File: src/rtl/times_table_arbiter_pkg.sv
// Shared widths, requester-id encoding and helpers for the times-table arbiter.
package times_table_arbiter_pkg;

    localparam int unsigned OPERAND_W = 3;
    localparam int unsigned PRODUCT_W = 6;
    localparam int unsigned ADDR_W    = 6;
    localparam int unsigned STAT_W    = 8;

    typedef enum logic {
        ReqId0 = 1'b0,
        ReqId1 = 1'b1
    } req_id_e;

    function automatic logic [STAT_W-1:0] sat_inc(input logic [STAT_W-1:0] value);
        return (&value) ? value : value + 1'b1;
    endfunction

endpackage

File: src/rtl/times_table_arbiter_rsp_pipe.sv
// Valid/id shift pipeline tracking in-flight ROM reads; synchronous clear drops them all.
module tt_rsp_pipe
    import times_table_arbiter_pkg::*;
#(
    parameter int unsigned DEPTH = 1
) (
    input  logic    clk,
    input  logic    clr,
    input  logic    in_valid,
    input  req_id_e in_id,
    output logic    out_valid,
    output req_id_e out_id
);

    logic [DEPTH-1:0] valid_q;
    req_id_e          id_q [DEPTH];

    always_ff @(posedge clk) begin
        if (clr) begin
            valid_q <= '0;
            for (int i = 0; i < int'(DEPTH); i++) begin
                id_q[i] <= ReqId0;
            end
        end else begin
            valid_q[0] <= in_valid;
            id_q[0]    <= in_id;
            for (int i = 1; i < int'(DEPTH); i++) begin
                valid_q[i] <= valid_q[i-1];
                id_q[i]    <= id_q[i-1];
            end
        end
    end

    assign out_valid = valid_q[DEPTH-1];
    assign out_id    = id_q[DEPTH-1];

endmodule

File: src/rtl/times_table_arbiter.sv
// Round-robin arbiter sharing a times-table ROM between two requesters.
// Optional grant counters are enabled by defining TT_ARB_STATS_EN.
module times_table_arbiter
    import times_table_arbiter_pkg::*;
#(
    parameter int unsigned ROM_LATENCY = 1
) (
    input  logic                 clk,
    input  logic                 rst,
    input  logic                 req0_valid,
    input  logic [OPERAND_W-1:0] req0_a,
    input  logic [OPERAND_W-1:0] req0_b,
    input  logic                 req1_valid,
    input  logic [OPERAND_W-1:0] req1_a,
    input  logic [OPERAND_W-1:0] req1_b,
    output logic                 req0_ready,
    output logic                 req1_ready,
    output logic                 rom_en,
    output logic [ADDR_W-1:0]    rom_addr,
    input  logic [PRODUCT_W-1:0] rom_data,
    output logic                 rsp_valid,
    output logic                 rsp_id,
    output logic [PRODUCT_W-1:0] rsp_data
`ifdef TT_ARB_STATS_EN
    ,
    output logic [STAT_W-1:0]    grant_cnt0,
    output logic [STAT_W-1:0]    grant_cnt1
`endif
);

    req_id_e last_grant_q, last_grant_d;
    logic    grant0, grant1, xfer;
    req_id_e grant_id;
    logic    pipe_valid;
    req_id_e pipe_id;

    // On contention the requester that did not win last time gets the grant.
    always_comb begin
        grant0 = 1'b0;
        grant1 = 1'b0;
        if (!rst) begin
            if (req0_valid && (!req1_valid || last_grant_q == ReqId1)) begin
                grant0 = 1'b1;
            end else if (req1_valid) begin
                grant1 = 1'b1;
            end
        end
    end

    always_comb begin
        xfer         = grant0 | grant1;
        grant_id     = grant1 ? ReqId1 : ReqId0;
        last_grant_d = xfer ? grant_id : last_grant_q;
        rom_en       = xfer;
        rom_addr     = '0;
        if (grant0) begin
            rom_addr = {req0_a, req0_b};
        end else if (grant1) begin
            rom_addr = {req1_a, req1_b};
        end
    end

    assign req0_ready = grant0;
    assign req1_ready = grant1;

    always_ff @(posedge clk) begin
        if (rst) begin
            last_grant_q <= ReqId1;
        end else begin
            last_grant_q <= last_grant_d;
        end
    end

    tt_rsp_pipe #(
        .DEPTH (ROM_LATENCY)
    ) u_rsp_pipe (
        .clk       (clk),
        .clr       (rst),
        .in_valid  (xfer),
        .in_id     (grant_id),
        .out_valid (pipe_valid),
        .out_id    (pipe_id)
    );

    assign rsp_valid = pipe_valid;
    assign rsp_id    = pipe_valid && (pipe_id == ReqId1);
    assign rsp_data  = pipe_valid ? rom_data : '0;

`ifdef TT_ARB_STATS_EN
    logic [STAT_W-1:0] cnt0_q, cnt1_q;

    always_ff @(posedge clk) begin
        if (rst) begin
            cnt0_q <= '0;
            cnt1_q <= '0;
        end else begin
            if (grant0) cnt0_q <= sat_inc(cnt0_q);
            if (grant1) cnt1_q <= sat_inc(cnt1_q);
        end
    end

    assign grant_cnt0 = cnt0_q;
    assign grant_cnt1 = cnt1_q;
`endif

endmodule

File: config.mk
export PLATFORM = sky130hd
export DESIGN_NAME = times_table_arbiter
export DESIGN_NICKNAME = d
export VERILOG_FILES = /design/src/rtl/times_table_arbiter_pkg.sv /design/src/rtl/times_table_arbiter_rsp_pipe.sv /design/src/rtl/times_table_arbiter.sv
export SDC_FILE = /design/constraint.sdc
export NUM_CORES = 1
export LEC_CHECK = 0
export ABC_AREA = 1
export CORE_AREA = 2 2 39 41
export DETAILED_ROUTE_END_ITERATION = 8
export DIE_AREA = 0 0 41 43
export PLACE_DENSITY = 0.81
export SKIP_LAST_GASP = 1
export SLEW_MARGIN = 20
export SYNTH_ARGS = -nofsm -noshare
export SYNTH_HDL_FRONTEND = slang
export SYNTH_SLANG_ARGS = --single-unit
File: constraint.sdc
create_clock -name clk -period 2.41 [get_ports clk]
set_clock_uncertainty 0.2 [all_clocks]
set_input_delay 0.3615 -clock clk [delete_from_list [all_inputs] [get_ports clk]]
set_output_delay 0.3615 -clock clk [all_outputs]
set_load 0.01 [all_outputs]
==> summary.txt, run 1 <==
Run status
  – Run status: finished, final reports clean

Setup path
  – Data arrival, critical path: 1770 ps
  – Crit path max-delay family: buffers and inverters
  – CP bufs+invs: 4
  – Critical path type: in2out
  – CP Cell Sequence: clkdlybuf4s50_1 -> inv_2 -> buf_4 -> nand4_1 -> nand2_1 -> clkdlybuf4s50_1
  – Max incr delay on CP: 530 ps
  – Slowest-stage cell, CP: clkdlybuf4s50_1
  – Critical Path RT: 1850 ps
  – Startpoint types: input pin
  – Peak fanout along the critical path: 7
  – Setup crit end kind: output pin
  – Most frequent CP cell: clkdlybuf4s50_1

Floorplan
  – Die W: 41 um
  – I/O pins: 39
  – Core Region: 0.00138 mm2
  – Std-Cell Rows: 14
  – Die area: 0.00176 mm2
  – Die Ht: 43 um
  – Starting Density: 21.9%

Synth
  – Register bit total from synthesis: 3
  – Synth warnings: 0
  – Post-Syn Area: 303 um2
  – Synth Area per Inst: 6.06 um2
  – Post-Syn Nets: 72
  – Register area share after synthesis: 19.8%
  – Syn Inst Count: 50
  – Yosys cell types: 13

Global route
  – Total gr overflow: 0
  – First-pass GRT wire length: 1560 um
  – Antenna violations before repair: 0
  – GRT Total Usage: 13.2%
  – Vias in the first global route: 446
  – Pin count of the biggest net entering global routing: 9

Timing
  – RSZ-0062 raised after global routing: true
  – Fin crit period: 2330 ps
  – Slew @ Worst Pin: 229 ps
  – Tcrit/Tclk final: 96.7%
  – Final Hold Vio Count: 0
  – Max Clk Rate: 429 MHz
  – Final Max Tran Viols: 0
  – Final setup fails: 0
  – Slew margin rel.: 84.7%

Route
  – DRT Pass-1 Iters: 4
  – DRT iter0 DRCs: 3
  – Number of remaining DRC errors: 0
  – Antenna Nets Post-Route: 0
  – Routed len/inst: 9.65 um
  – Final WL: 1080 um
  – Vias: 506
  – Vias per cell: 4.52

Power
  – P_leak: 0.400 nW
  – Maximum VDD drop: 0.157 mV
  – PwrDens: 355 mW/mm2
  – Design Power: 271 uW

Layout
  – Syn-to-layout area delta: 152%
  – Most frequent cells in the layout: clkdlybuf4s50_1 (36), nand2_1 (15), nand4_1 (12), inv_1 (7), buf_4 (7)
  – Number of inserted diodes: 0
  – Non-Filler Instances: 112
  – Fin nets: 119
  – Most common cell after layout, fill and taps aside: clkdlybuf4s50_1
  – Final std cell area, no fill: 763 um2
  – Layout cell share with drive strength beyond 1: 14.6%

Placement
  – Dpl cell area: 732 um2
  – Placed cell count: 108
  – DP HPWL: 937 um
  – IO buf count: 38
  – RePlAce Congestion: 0.697

Clock tree
  – Worst-path clk slew: 40 ps
  – CTS tree: done
  – Hold_buf cts: 0
  – H-tree levels: 1
  – Total CTS buffers: 3
  – Root Buffer: clkbuf_4
  – Clock buffer depth: 2
  – Post-CTS sizing: 0
  – Clock Latency Late Sink: 240 ps
  – Clock sink total: 3
  – Total setup buffers inserted after CTS: 0

Hold path
  – Min-delay worst type: reg2reg

Flow run
  – Max-cap check violation count: 0
==> per-stage QoR <==
stage	setup TNS (ps)	hold slack [ps]	setup slack [ps]	util (%)
final	0	293	78.8	55.2
after global routing	-4.65	306	-4.65	55.2
after CTS	0	290	51.3	54.8
after detailed placement	0	284	50.0	52.9
after global placement	0	276	79.9	52.9
after floorplan	0	257	993	-
==> area by class of cell <==
type,count,area (um2)
Fill cell,137,621
Timing Repair Buffer,45,438
Multi-Input combinational cell,35,185
Sequential cell,3,60.1
Inverter,9,33.8
Clock buffer,4,26.3
Tap cell,16,20.0
==> logic make-up (layout without fill, tap and decap cells) <==
kind of cell	after synthesis	after routing	synth area share [%]
AOI/OAI and AO/OA	5	5	9.09
buffers and inverters	12	58	19.0
DFF	3	3	19.8
and+or+nand+nor	30	30	52.1
==> report_power, final <==
group	switching (mW)	internal [mW]	total (mW)
sequential	0.00432	0.0536	0.0580
combinational	0.0452	0.0765	0.122
clock	0.0293	0.0623	0.0916
==> synth_stat cells, drive strengths merged <==
master / n / area share (%)
dfxtp: 3 / 20
o21ai: 2 / 3.3
nand4: 12 / 25
nand2: 17 / 26
buf: 3 / 7.9
nor2: 1 / 1.2
inv: 9 / 11
o211ai: 1 / 2.5
a21oi: 2 / 3.3
==> final timing paths <==
path                                   start                   end  slack (ps)  cells past startpoint
worst max-delay path                     rst           rom_addr[2]          80                      6
worst min-delay path            last_grant_q    u_rsp_pipe.id_q[0]         290                      1
worst max register to register  last_grant_q  u_rsp_pipe.out_valid        1430                      4
worst min register to register  last_grant_q    u_rsp_pipe.id_q[0]         290                      1
==> flip-flops by register name, summed over array words and instances, names as in the netlist <==
| name | count |
|---|---|
| u_rsp_pipe.out_valid | 1 |
| u_rsp_pipe.id_q | 1 |
| last_grant_q | 1 |
==> routing by layer <==
metal  wire [um]  global-route usage [%]
met5           0                       0
met2         541                    24.7
met1         357                    9.62
met3         164                    5.76
met4          17                    8.00
Note: power is estimated with default switching activity, not from simulation.
==> inputs of run 2 (changes only) <==
--- a/config.mk
+++ b/config.mk
@@ -6,12 +6,14 @@
 export NUM_CORES = 1
 export LEC_CHECK = 0
 export ABC_AREA = 1
+export CAP_MARGIN = 20
 export CORE_AREA = 2 2 39 41
 export DETAILED_ROUTE_END_ITERATION = 8
 export DIE_AREA = 0 0 41 43
-export PLACE_DENSITY = 0.81
+export PLACE_DENSITY = 0.82
 export SKIP_LAST_GASP = 1
 export SLEW_MARGIN = 20
 export SYNTH_ARGS = -nofsm -noshare
 export SYNTH_HDL_FRONTEND = slang
+export SYNTH_HIERARCHICAL = 1
 export SYNTH_SLANG_ARGS = --single-unit
==> run 2 against run 1 <==
- combinational power shrank 7%
- first-iteration DRC count is the same
- non-clock buffer count shrank 1
- worst setup slack gained 11 ps
- via count grew 2.6%
- largest cell class unchanged
- sequential power shrank 3%
- sequential share of layout area is essentially flat
- synthesized cell count grew 4.0%
==> summary.txt, run 2 <==
Floorplan
  – Die Ht: 43 um
  – Starting Density: 22.4%
  – Core Region: 0.00138 mm2
  – Die W: 41 um
  – Die area: 0.00176 mm2
  – I/O pins: 39
  – Std-Cell Rows: 14

Synth
  – Register area share after synthesis: 19.4%
  – Syn Inst Count: 52
  – Top cells by area, synth: nand4_1 (24%), dfxtp_1 (19%), nand2_1 (19%)
  – Yosys cell types: 11
  – Synth warnings: 6
  – Post-Syn Nets: 74
  – Dominant synthesized flop cell: dfxtp_1
  – Register bit total from synthesis: 3
  – Most frequent cell after synthesis: nand2_1
  – Commonest cells in the netlist: nand2_1 (16), nand4_1 (12), inv_1 (10)
  – Number of flops mapped to enable cells by yosys: 0
  – Post-Syn Area: 310 um2
  – Synth Area per Inst: 5.97 um2
  – Largest area contributor in the netlist: nand4_1
  – Ys async rst share: 0%
  – Post-synth top area share: 24.2%

Global route
  – First-pass GRT wire length: 1690 um
  – GRT Total Usage: 13.8%
  – Met3 GRT Util: 5.76%
  – GRT met1 Usage: 11.5%
  – Top Usage Layer GRT: met2
  – Antenna violations before repair: 0
  – M2 GR Usage: 23.8%
  – Total gr overflow: 0
  – Pin count of the biggest net entering global routing: 14
  – Vias in the first global route: 468

Hold path
  – Min-delay worst type: reg2reg

Power
  – P_int: 186 uW
  – Net Sw Frac: 27.1%
  – Clk pwr share: 34.0%
  – Combinational share of power: 44.0%
  – Power share of the sequential group: 22.0%
  – P_leak: 0.382 nW
  – Design Power: 256 uW
  – PwrDens: 337 mW/mm2
  – Psw: 69.3 uW
  – Maximum VDD drop: 0.166 mV

Clock tree
  – Worst-path clk slew: 40 ps
  – Total setup buffers inserted after CTS: 0
  – CTS tree: done
  – Post-CTS sizing: 1
  – Clock buffer depth: 2
  – Total CTS buffers: 3
  – Root Buffer: clkbuf_4
  – H-tree levels: 1
  – Clock sink total: 3
  – Clock Latency Late Sink: 230 ps
  – Hold_buf cts: 0

Route
  – DRT iter0 DRCs: 3
  – Number of remaining DRC errors: 0
  – Routed len/inst: 9.27 um
  – Final WL: 1050 um
  – Antenna Nets Post-Route: 0
  – Vias: 519
  – Vias per cell: 4.59
  – DRT Pass-1 Iters: 2

Setup path
  – Max incr delay on CP: 530 ps
  – CP bufs+invs: 3
  – Slowest-stage cell, CP: clkdlybuf4s50_1
  – Critical Path RT: 1850 ps
  – Critical path type: in2out
  – Data arrival, critical path: 1760 ps
  – CP Cell Sequence: clkdlybuf4s50_1 -> buf_4 -> nand4_1 -> nand2_1 -> clkdlybuf4s50_1
  – Setup crit end kind: output pin
  – Startpoint types: input pin
  – Most frequent CP cell: clkdlybuf4s50_1
  – Reg2reg setup slack: 1290 ps
  – Crit path max-delay family: buffers and inverters
  – Peak fanout along the critical path: 7

Timing
  – Min Hold Slack: 363 ps
  – Final Max Tran Viols: 0
  – Final Hold Vio Count: 0
  – Max Clk Rate: 431 MHz
  – Fin crit period: 2320 ps
  – Slew @ Worst Pin: 269 ps
  – Slew margin rel.: 82.0%
  – Final setup fails: 0
  – RSZ-0062 raised after global routing: false
  – Tcrit/Tclk final: 96.3%
  – Setup TNS: 0 ps

Placement
  – DP HPWL: 923 um
  – IO buf count: 38
  – RePlAce Congestion: 0.756
  – Dpl cell area: 734 um2

Layout
  – Most frequent cells in the layout: clkdlybuf4s50_1 (37), nand2_1 (16), nand4_1 (12), inv_1 (10), buf_4 (5)
  – Filler Cell Count: 148
  – Final std cell area, no fill: 759 um2
  – Layout cell share with drive strength beyond 1: 11.3%
  – Most common cell after layout, fill and taps aside: clkdlybuf4s50_1
  – Fin nets: 120
  – Syn-to-layout area delta: 145%
  – Number of inserted diodes: 0
  – Util after Layout: 54.9%

Flow run
  – Max-cap check violation count: 0

Run status
  – Run status: finished, final reports clean
run 2: area by class of cell:
| type | count | area (um2) | share of cell area, % |
|---|---|---|---|
| Tap cell | 16 | 20.0 | 2.64 |
| Clock buffer | 4 | 26.3 | 3.46 |
| Sequential cell | 3 | 60.1 | 7.91 |
| Inverter | 11 | 41.3 | 5.44 |
| Multi-Input combinational cell | 35 | 175 | 23.1 |
| Timing Repair Buffer | 44 | 437 | 57.5 |
run 2: worst paths after layout:
path                 from                    to  cells after the start
min reg2reg  last_grant_q    u_rsp_pipe/id_q[0]                      3
min          last_grant_q    u_rsp_pipe/id_q[0]                      3
max            req0_valid           rom_addr[0]                      5
max reg2reg  last_grant_q  u_rsp_pipe/out_valid                      6
run 2: kinds of logic (layout without fill, tap and decap cells):
| family | after synthesis | after routing | share of synthesized area, % |
|---|---|---|---|
| AND/OR/NAND/NOR | 32 | 32 | 50.8 |
| flip-flops | 3 | 3 | 19.4 |
| buffers and inverters | 14 | 59 | 24.2 |
| AO/OA/AOI/OAI | 3 | 3 | 5.64 |
run 2: per-stage QoR:
stage	std cells	worst slack (ps)
floorplan	52	993
global placement	109	14.2
CTS	113	78.6
finish	113	89.3
detailed placement	109	-2.11
global route	113	13.8
run 2: power by group through the flow:
stage               Combinational [mW]  Clock (mW)  Sequential [mW]
finish                           0.113      0.0870           0.0562
global route                     0.123      0.0948           0.0566
CTS                              0.114      0.0935           0.0562
detailed placement               0.114           0           0.0569
global placement                 0.113           0           0.0568
floorplan                       0.0396           0           0.0568
run 2: tightest hold or removal path: cells and delay by family (launching register included):
| family | cells | cell delay [ps] |
|---|---|---|
| DFF | 1 | 350 |
| AOI/OAI and AO/OA | 1 | 90 |
| buffers and inverters | 1 | 40 |
| and+or+nand+nor | 1 | 30 |
run 2: layer usage:
layer  part of all wire [%]  vias to the layer above
li1                       -                      261
met5                      0                        -
met4                   0.96                        0
met1                     32                      219
met2                     48                       37
met3                     20                        2
==> inputs of run 3 (changes only) <==
--- a/config.mk
+++ b/config.mk
@@ -11,6 +11,7 @@
 export DETAILED_ROUTE_END_ITERATION = 8
 export DIE_AREA = 0 0 41 43
 export PLACE_DENSITY = 0.82
+export RECOVER_POWER = 25
 export SKIP_LAST_GASP = 1
 export SLEW_MARGIN = 20
 export SYNTH_ARGS = -nofsm -noshare
==> run 3 against run 2 <==
- critical path depth is the same
- critical path type unchanged
- sequential share of layout area stayed put
- worst hold slack did not move
- global-route usage is the same
- sequential cell count unchanged
- core utilization unchanged
- power decreased by 0.20%
- maximum frequency is the same
- wire length unchanged
==> summary.txt, run 3 (synthesis gave the netlist of run 2 again) <==
Power
  – Clk pwr share: 34.1%
  – Net Sw Frac: 27.1%
  – PwrDens: 336 mW/mm2
  – Power share of the sequential group: 22.0%
  – Combinational share of power: 43.9%
  – Psw: 69.2 uW
  – Maximum VDD drop: 0.166 mV
  – P_int: 186 uW
  – P_leak: 0.388 nW
  – Design Power: 255 uW

Layout
  – Most frequent cells in the layout: clkdlybuf4s50_1 (35), nand2_1 (16), nand4_1 (12), inv_1 (10), buf_4 (5)
  – Fin nets: 120
  – Number of inserted diodes: 0
  – Non-Filler Instances: 113
  – Most common cell after layout, fill and taps aside: clkdlybuf4s50_1
  – Syn-to-layout area delta: 145%
  – Final std cell area, no fill: 759 um2
  – Util after Layout: 54.9%
  – Layout cell share with drive strength beyond 1: 11.3%

Global route
  – First-pass GRT wire length: 1690 um
  – GRT Total Usage: 13.8%
  – Antenna violations before repair: 0
  – Total gr overflow: 0
  – Vias in the first global route: 468
  – Pin count of the biggest net entering global routing: 14

Placement
  – DP HPWL: 923 um
  – Dpl cell area: 734 um2
  – RePlAce Congestion: 0.756
  – Placed cell count: 109
  – IO buf count: 38

Route
  – DRT iter0 DRCs: 3
  – Number of remaining DRC errors: 0
  – Routed len/inst: 9.27 um
  – Antenna Nets Post-Route: 0
  – Vias per cell: 4.59
  – DRT Pass-1 Iters: 2
  – Final WL: 1050 um
  – Vias: 519

Timing
  – Max Clk Rate: 431 MHz
  – Final Max Tran Viols: 0
  – Tcrit/Tclk final: 96.3%
  – Final Hold Vio Count: 0
  – RSZ-0062 raised after global routing: false
  – Fin crit period: 2320 ps
  – Final setup fails: 0
  – Slew margin rel.: 82.0%
  – Slew @ Worst Pin: 269 ps

Setup path
  – Peak fanout along the critical path: 7
  – Reg2reg end: u_rsp_pipe/out_valid
  – Setup crit end kind: output pin
  – Critical path type: in2out
  – Critical Path RT: 1850 ps
  – Worst Reg-to-Reg Cells: 6
  – Slowest-stage cell, CP: clkdlybuf4s50_1
  – CP Cell Sequence: clkdlybuf4s50_1 -> buf_4 -> nand4_1 -> nand2_1 -> clkdlybuf4s50_1
  – Startpoint types: input pin
  – Reg2reg setup slack: 1290 ps
  – RR Startpoint: last_grant_q
  – Crit path from: req0_valid
  – Most frequent CP cell: clkdlybuf4s50_1
  – Data arrival, critical path: 1760 ps
  – Worst Setup EP: rom_addr[0]
  – Max incr delay on CP: 530 ps

Clock tree
  – Total setup buffers inserted after CTS: 0
  – Clock sink total: 3
  – Worst-path clk slew: 40 ps
  – Root Buffer: clkbuf_4
  – H-tree levels: 1
  – Clock buffer depth: 2
  – Total CTS buffers: 3
  – Clock Latency Late Sink: 230 ps
  – CTS tree: done

Hold path
  – Min-delay worst type: reg2reg
  – Hold wc startpoint: last_grant_q

Run status
  – Run status: finished, final reports clean

Floorplan
  – Die W: 41 um
  – Starting Density: 22.4%
  – Die area: 0.00176 mm2
  – Die Ht: 43 um
  – Std-Cell Rows: 14
  – I/O pins: 39
  – Core Region: 0.00138 mm2

Flow run
  – Max-cap check violation count: 0
==> run 3: cell type report <==
| class | count | area (um2) |
|---|---|---|
| fill | 148 | 624 |
| timing repair buffer | 44 | 437 |
| multi-input combinational | 35 | 175 |
| sequential | 3 | 60.1 |
| inverter | 11 | 41.3 |
| clock buffer | 4 | 26.3 |
| tap | 16 | 20.0 |
==> run 3: what timing repair did <==
| item | 4_1_cts | 5_1_grt |
|---|---|---|
| hold buffers | 0 | 0 |
| resized for setup | 1 | 0 |
| endpoints found under the setup margin | 3 | 0 |
==> run 3: per-stage QoR <==
stage / setup slack, ps / setup TNS [ps] / hold WS, ps
3_3_place_gp: 14.2 / 0 / 339
2_1_floorplan: 993 / 0 / 233
5_1_grt: 13.8 / 0 / 378
4_1_cts: 78.6 / 0 / 358
3_5_place_dp: -2.11 / -2.11 / 342
6_report: 89.3 / 0 / 363
==> run 3: worst max-delay path, delay by kind of cell <==
family,cells,cell delay (ps)
buf+inv,3,1220
simple gates,2,180
==> run 3: worst min-delay path by stage <==
stage                                    end  cells past startpoint  slack (ps)
after floorplan           u_rsp_pipe/id_q[0]                      1         230
after global placement    u_rsp_pipe/id_q[0]                      3         340
after CTS                 u_rsp_pipe/id_q[0]                      3         360
final                     u_rsp_pipe/id_q[0]                      3         360
after detailed placement  u_rsp_pipe/id_q[0]                      3         340
after global routing      u_rsp_pipe/id_q[0]                      3         380
==> run 3: power groups by stage <==
stage	logic (mW)	clock network [mW]	registers, mW
5_1_grt	0.123	0.0948	0.0565
3_5_place_dp	0.114	0	0.0569
4_1_cts	0.114	0.0935	0.0562
3_3_place_gp	0.113	0	0.0568
6_report	0.112	0.0870	0.0561
2_1_floorplan	0.0396	0	0.0568
==> run 3: routing by layer <==
layer  part of all wire, %  global-route usage, %
met1                    32                   11.5
met2                    48                   23.8
met3                    20                   5.76
met4                  0.96                   10.0
met5                     0                      0
